--- src/rtl/bcp_pkg.sv ---
// Shared BCP definitions: table geometry, VST row map and decision-unit states.
package bcp_pkg;

  localparam int VAR_NUM     = 8;
  localparam int VAR_NUM_LOG = 3;

  localparam logic [2:0] VST_ROW_FREE = 3'd0;
  localparam logic [2:0] VST_ROW_POL  = 3'd1;
  localparam logic [2:0] VST_ROW_VAL  = 3'd2;

  typedef enum logic [2:0] {
    DEC_IDLE,
    DEC_ARB,
    DEC_RD_FREE,
    DEC_RD_POL,
    DEC_RD_VAL,
    DEC_WR_VAL,
    DEC_CLR_FREE,
    DEC_DONE
  } dec_state_t;

endpackage

--- src/rtl/first_free_encoder.sv ---
// Lowest-set-bit priority encoder (bit 0 wins); shared by the decision and scan paths.
module first_free_encoder #(
  parameter int VAR_NUM = 8,
  parameter int IDX_W   = (VAR_NUM > 1) ? $clog2(VAR_NUM) : 1
) (
  input  logic [VAR_NUM-1:0] free_i,
  output logic [IDX_W-1:0]   idx_o,
  output logic               any_o
);

  // Scanning downwards lets the lowest set bit overwrite any higher one.
  always_comb begin
    idx_o = '0;
    for (int i = VAR_NUM - 1; i >= 0; i--) begin
      if (free_i[i]) idx_o = IDX_W'(i);
    end
  end

  assign any_o = |free_i;

endmodule

--- src/rtl/vst_decision_unit.sv ---
// Decision initiator: reads the free/polarity/value rows of the VST, assigns the
// lowest free variable its preferred polarity and reports the choice.
module vst_decision_unit #(
  parameter int VAR_NUM     = bcp_pkg::VAR_NUM,
  parameter int VAR_NUM_LOG = bcp_pkg::VAR_NUM_LOG
) (
  input  logic                   clk,
  input  logic                   rst,
  input  logic                   dec_req,
  output logic                   dec_valid,
  output logic                   dec_none,
  output logic [VAR_NUM_LOG-1:0] dec_var,
  output logic                   dec_pol,
  output logic                   busy,
  output logic                   vst_req,
  input  logic                   vst_gnt,
  output logic                   vst_en,
  output logic                   vst_write,
  output logic                   vst_bcp_write,
  output logic [2:0]             vst_address,
  output logic [VAR_NUM-1:0]     vst_in,
  output logic [VAR_NUM_LOG-1:0] rewrite_free_bit,
  input  logic [VAR_NUM-1:0]     vst_out
);

  import bcp_pkg::*;

  dec_state_t             state_q, state_d;
  logic [VAR_NUM_LOG-1:0] sel_q, sel_d;
  logic                   pol_q, pol_d;
  logic                   none_q, none_d;

  logic [VAR_NUM_LOG-1:0] enc_idx;
  logic                   enc_any;
  logic [VAR_NUM-1:0]     sel_mask;

  first_free_encoder #(
    .VAR_NUM (VAR_NUM),
    .IDX_W   (VAR_NUM_LOG)
  ) u_first_free (
    .free_i (vst_out),
    .idx_o  (enc_idx),
    .any_o  (enc_any)
  );

  assign sel_mask = VAR_NUM'(1) << sel_q;

  // NOTE: state registers use non-blocking assignments and an asynchronous reset,
  // so every output derived from state_q clears the instant rst rises.
  always_ff @(posedge clk or posedge rst) begin
    if (rst) begin
      state_q <= DEC_IDLE;
      sel_q   <= '0;
      pol_q   <= 1'b0;
      none_q  <= 1'b0;
    end else begin
      state_q <= state_d;
      sel_q   <= sel_d;
      pol_q   <= pol_d;
      none_q  <= none_d;
    end
  end

  // NOTE: every signal written here gets a default first so no latch is inferred.
  always_comb begin
    state_d          = state_q;
    sel_d            = sel_q;
    pol_d            = pol_q;
    none_d           = none_q;
    dec_valid        = 1'b0;
    dec_none         = 1'b0;
    dec_var          = '0;
    dec_pol          = 1'b0;
    vst_req          = 1'b0;
    vst_en           = 1'b0;
    vst_write        = 1'b0;
    vst_bcp_write    = 1'b0;
    vst_address      = '0;
    vst_in           = '0;
    rewrite_free_bit = '0;

    unique case (state_q)
      DEC_IDLE: begin
        if (dec_req) begin
          none_d  = 1'b0;
          state_d = DEC_ARB;
        end
      end

      DEC_ARB: begin
        vst_req = 1'b1;
        if (vst_gnt) state_d = DEC_RD_FREE;
      end

      DEC_RD_FREE: begin
        vst_req     = 1'b1;
        vst_en      = 1'b1;
        vst_address = VST_ROW_FREE;
        state_d     = DEC_RD_POL;
      end

      // vst_out holds the free mask only in this cycle; the choice is made now.
      DEC_RD_POL: begin
        vst_req     = 1'b1;
        vst_en      = 1'b1;
        vst_address = VST_ROW_POL;
        sel_d       = enc_idx;
        if (!enc_any) begin
          none_d  = 1'b1;
          state_d = DEC_DONE;
        end else begin
          state_d = DEC_RD_VAL;
        end
      end

      DEC_RD_VAL: begin
        vst_req     = 1'b1;
        vst_en      = 1'b1;
        vst_address = VST_ROW_VAL;
        pol_d       = vst_out[sel_q];
        state_d     = DEC_WR_VAL;
      end

      DEC_WR_VAL: begin
        vst_req       = 1'b1;
        vst_en        = 1'b1;
        vst_bcp_write = 1'b1;
        vst_address   = VST_ROW_VAL;
        vst_in        = (vst_out & ~sel_mask) | (pol_q ? sel_mask : '0);
        state_d       = DEC_CLR_FREE;
      end

      DEC_CLR_FREE: begin
        vst_req          = 1'b1;
        vst_en           = 1'b1;
        vst_write        = 1'b1;
        vst_address      = VST_ROW_FREE;
        rewrite_free_bit = sel_q;
        state_d          = DEC_DONE;
      end

      DEC_DONE: begin
        dec_valid = 1'b1;
        dec_none  = none_q;
        dec_var   = none_q ? '0 : sel_q;
        dec_pol   = none_q ? 1'b0 : pol_q;
        state_d   = DEC_IDLE;
      end

      default: state_d = DEC_IDLE;
    endcase
  end

  assign busy = (state_q != DEC_IDLE);

endmodule

--- config.mk ---
export PLATFORM = sky130hd
export DESIGN_NAME = vst_decision_unit
export DESIGN_NICKNAME = d
export VERILOG_FILES = /design/src/rtl/bcp_pkg.sv /design/src/rtl/first_free_encoder.sv /design/src/rtl/vst_decision_unit.sv
export SDC_FILE = /design/constraint.sdc
export NUM_CORES = 1
export LEC_CHECK = 0
export BUFFER_PORTS_ARGS = -buffer_cell sky130_fd_sc_hd__buf_2
export CAP_MARGIN = 30
export CORE_MARGIN = 2
export CORE_UTILIZATION = 50
export DETAILED_ROUTE_END_ITERATION = 10
export PLACE_DENSITY_LB_ADDON = 0.05
export SYNTH_ARGS = -nofsm -noshare
export SYNTH_HDL_FRONTEND = slang
export SYNTH_SLANG_ARGS = --single-unit
export TNS_END_PERCENT = 30
--- constraint.sdc ---
create_clock -name clk -period 3.9 [get_ports clk]
set_clock_uncertainty 0.2 [all_clocks]
set_input_delay 0.585 -clock clk [delete_from_list [all_inputs] [get_ports clk]]
set_output_delay 0.585 -clock clk [all_outputs]
set_load 0.1 [all_outputs]
; ---- Word-level counts from Yosys, hierarchy flattened
; Cells that the tools add are included.
[word_totals]
register_bits = 8
inputBits = 12
out_inout_bits = 25
elab_cells = 59
[op_classes]
n_lt_le_gt_ge = 1
eq_ne = 10
n_shift = 1
muxes = 31
n_bitwise = 3
n_reduce_logical = 9
[ops]
columns = op, count
row1 = $mux 3, 13
row2 = $pmux 3 s8, 1
row3 = $mux 8, 2
row4 = $eq 3x3->1 const B, 4
row5 = $mux 1, 11
row6 = $and 8x8->8, 1
row7 = $not 8->8, 1
row8 = $or 8x8->8, 1
row9 = $reduce_or 8->1, 1
row10 = $shl 1x3->8 const A, 1
row11 = $eq 3x2->1 const B, 2
row12 = $ne 2x2->1 const B, 3
row13 = $reduce_or 6->1, 1
row14 = $reduce_or 5->1, 1
row15 = $lt 3x4->1 const B, 1
row16 = $pmux 2 s2, 1
row17 = $bmux 1 s3, 1
row18 = $eq 3x1->1 const B, 1
row19 = $logic_not 3->1, 1
row20 = $reduce_and 3->1, 1
row21 = $reduce_bool 3->1, 1
row22 = $mux 2, 1
row23 = $pmux 1 s2, 1
row24 = $reduce_and 2->1, 1
row25 = 2 further kinds, 2

; ---- Logic depth before layout (Yosys ltp)
[logic_depth]
depth_word = 8
ltp_mapped = 8
ltp_nobuf = 6

; ---- By module
; From an unflattened synthesis, not the netlist that was laid out.
[unflattened]
hier_cells = 99
area_unflattened_um2 = 813.3
[modules_own_cells]
columns = mod, n_inst, cells_each, area_each_um2, seq_area_each_um2
row1 = vst_decision_unit, 1, 86, 732.0, 200.2
row2 = first_free_encoder, 1, 13, 81.3, 0.0

; ---- Worst setup path before layout
; OpenSTA, ideal clock, no wires.
[synth_timing]
path_type = register to output
startpoint = register state_q[2]
endpoint = output port vst_in[1]
arrival_time_ns = 3.964
required_ns = 3.115
setup_slack_ns = -0.849
stages_incl_launch_ff = 5
path_cell_list = dfrtp_1 -> clkbuf_8 -> nor2b_1 -> nand2_1 -> a21oi_1
[synth_via]
elab_chain_len = 2
[synth_lines]
columns = item, line
row1 = from (decl), vst_decision_unit.sv:28  ; dec_state_t state_q, state_d;
row2 = from (signal assigned), vst_decision_unit.sv:57  ; state_q <= state_d;
row3 = $eq 3x3->1, vst_decision_unit.sv:82  ; unique case (state_q)
row4 = $mux 8, vst_decision_unit.sv:82
row5 = to (decl), vst_decision_unit.sv:21  ; output logic [VAR_NUM-1:0] vst_in,
; No other way between the ends.

; ---- Worst setup path in the final report
[layout_timing]
startpoint = register state_q[2]
endpoint = output port vst_in[4]
; Same word-level chain as after synthesis.

==> run_results.csv <==
group,metric,value,unit
global_route,grt_usage,0.2127,
worst_setup_path,reg2regPathDepth,3,
floorplanning,dieArea,0.001995,sq mm
min_path,hold_class,"primary input to asynchronous set/reset pin",
worst_setup_path,crit_type,"flop to output pin",
worst_setup_path,ff2ff_setup_slack,2130,ps
yosys,syn_avg_cell_area,7.729,sq um
clocking,cts_resized,0,
global_route,gr-total-overflow,0,
clocking,cts_buffers,3,
cells_and_area,nets,149,
clocking,ctsRootBufferMaster,"clkbuf_4",
worst_setup_path,cp.arrival,1980,ps
yosys,synth_top_area_frac,0.2421,
routing,vias_per_cell,5.404,
global_route,antenna_found_initial,0,
floorplanning,core-area,0.001524,sq mm
cells_and_area,final_common_cell,"buf_2",
timing,hold_ws,73.05,ps
clocking,cts_tree,"built",
cells_and_area,drive_gt1_frac,0.4148,
cells_and_area,layout_common_cells,"buf_2, nand2_1, nor2_1",
worst_setup_path,cp-end-kind,"output pin",
worst_setup_path,worstPathRequired,3120,ps
routing,drc_errors,0,
timing,drv_slew,0,
yosys,synth_ff_type,"dfrtp_1",
worst_setup_path,start_kind,"flop",
placed_design,place_congestion,0.7974,
yosys,synth-edff-count,0,
flow_run,maxCapViolations,0,
timing,period_minus_slack,2768,ps
clocking,clockBufferDepth,2,
timing,fmax,361.2,MHz
timing,fin_crit_sh,0.7098,
timing,finalSetupViolations,0,
worst_setup_path,rr_startpoint,"sel_q[1]",
yosys,ys_types,32,
timing,grt_setup_unrepaired,"no",
timing,fin_setup_tns,0,ps
floorplanning,ios,37,
clocking,cts_hold_buffers,0,
clocking,post_cts_buffers,0,
routing,wl,1919,um
global_route,grt_start_max_net_pins,15,
clocking,htreeDepth,1,
global_route,grt_pass1_vias,668,
cells_and_area,fill_cells,143,
yosys,ys_seq_area_frac,0.2421,
routing,dr.pass1.iters,4,
yosys,synth_area_leaders,"dfrtp_1, mux2i_1, nor2_1",
cells_and_area,syn2layout_area_growth,21.48,%
floorplanning,initial_core_util,0.5427,
cells_and_area,n_antenna_cell,0,
routing,drtIter0Drc,9,
yosys,async_flop_share,1.000,
placed_design,dp_hpwl,1527,um
cells_and_area,design_area,0.001005,sq mm
worst_setup_path,r2r-end,"pol_q",
yosys,yosys.area.top_type,"dfrtp_1",
yosys,ys_warn_count,0,
placed_design,portBuffers,35,
yosys,syn-num-nets,119,
global_route,grt_pass1_wl,3098,um
clocking,cts_sinks,8,
routing,wl_per_cell,12.71,um
floorplanning,die_w,44.67,um
yosys,syn_area,827.0,sq um
routing,drtAntennaViolNets,0,
timing,finalHoldViolations,0,
status,status,"finished clean",
routing,vias,816,
clocking,insertion_delay,250,ps
floorplanning,fp.dieH,44.67,um
worst_setup_path,crit_fanout,12,
clocking,clk_pin_slew_worst_paths,50,ps
yosys,synth_seq_cells,8,
floorplanning,rows,14,
placed_design,placed_cell_area,982.2,sq um
yosys,postSynthCellCount,107,
==> how the worst max path moves through the flow <==
stage,startpoint,endpoint,depth (start not counted)
2_1_floorplan,state_q[2],vst_in[1],4
3_3_place_gp,state_q[2],vst_in[1],4
3_5_place_dp,state_q[2],vst_in[4],4
4_1_cts,state_q[2],vst_in[4],4
5_1_grt,state_q[2],vst_in[4],4
6_report,state_q[2],vst_in[4],4
==> final cells by class <==
cell class | instances | area (sq um) | area share
clock buffers | 3 | 22.52 | 0.02242
well taps | 16 | 20.02 | 0.01993
flip-flops and latches | 8 | 200.2 | 0.1993
inverters | 5 | 18.77 | 0.01868
multi-input cells | 84 | 568.0 | 0.5654
repair buffers | 35 | 175.2 | 0.1743
==> flip-flops by register name, indices dropped and copies added (netlist names) <==
register / cells
none_q: 1
state_q: 3
pol_q: 1
sel_q: 3
==> worst max-delay path: stages, from the launching register on <==
cell,delay (ps)
dfrtp_1,550
nor2b_2,230
nand2_1,300
a21oi_2,210
buf_2,450
==> per-stage QoR <==
stage                     utilization  setup WS [ps]  std cells
after floorplan                     -          313.4        107
after global placement         0.6445           1449        148
after detailed placement       0.6445           1419        148
after CTS                      0.6593           1140        151
after global routing           0.6593          979.8        151
final                          0.6593           1132        151
==> cells by family after synthesis <==
logic type | Yosys count | share of synthesized area
AO/OA/AOI/OAI | 15 | 0.1286
buffers and inverters | 15 | 0.1014
flip-flops | 8 | 0.2421
multiplexers | 9 | 0.1437
other | 1 | 0.004534
AND/OR/NAND/NOR | 59 | 0.3797
==> metal layers <==
layer / part of all wire / vias to the layer above / track usage
met2: 0.49 / 29 / 0.3275
met5: 0 / - / 0
met1: 0.44 / 370 / 0.3013
li1: - / 417 / -
met4: 0 / 0 / 0
met3: 0.069 / 0 / 0.08163
==> cell usage after synthesis, types with 2 or more instances <==
cell type   n
and2_1      8
nor3_1      5
nor2_1     17
o31ai_1     2
nor2b_1     3
inv_1       5
nand3_1     3
clkbuf_8    2
or4_4       2
dfrtp_1     8
o21ai_0     3
buf_4       2
a21oi_1     5
clkbuf_1    5
mux2i_1     7
nand2_1    14
Power is left out: the tool's default activity adds up to more than one toggle a clock period on the data nets, which glitch-free logic cannot reach.
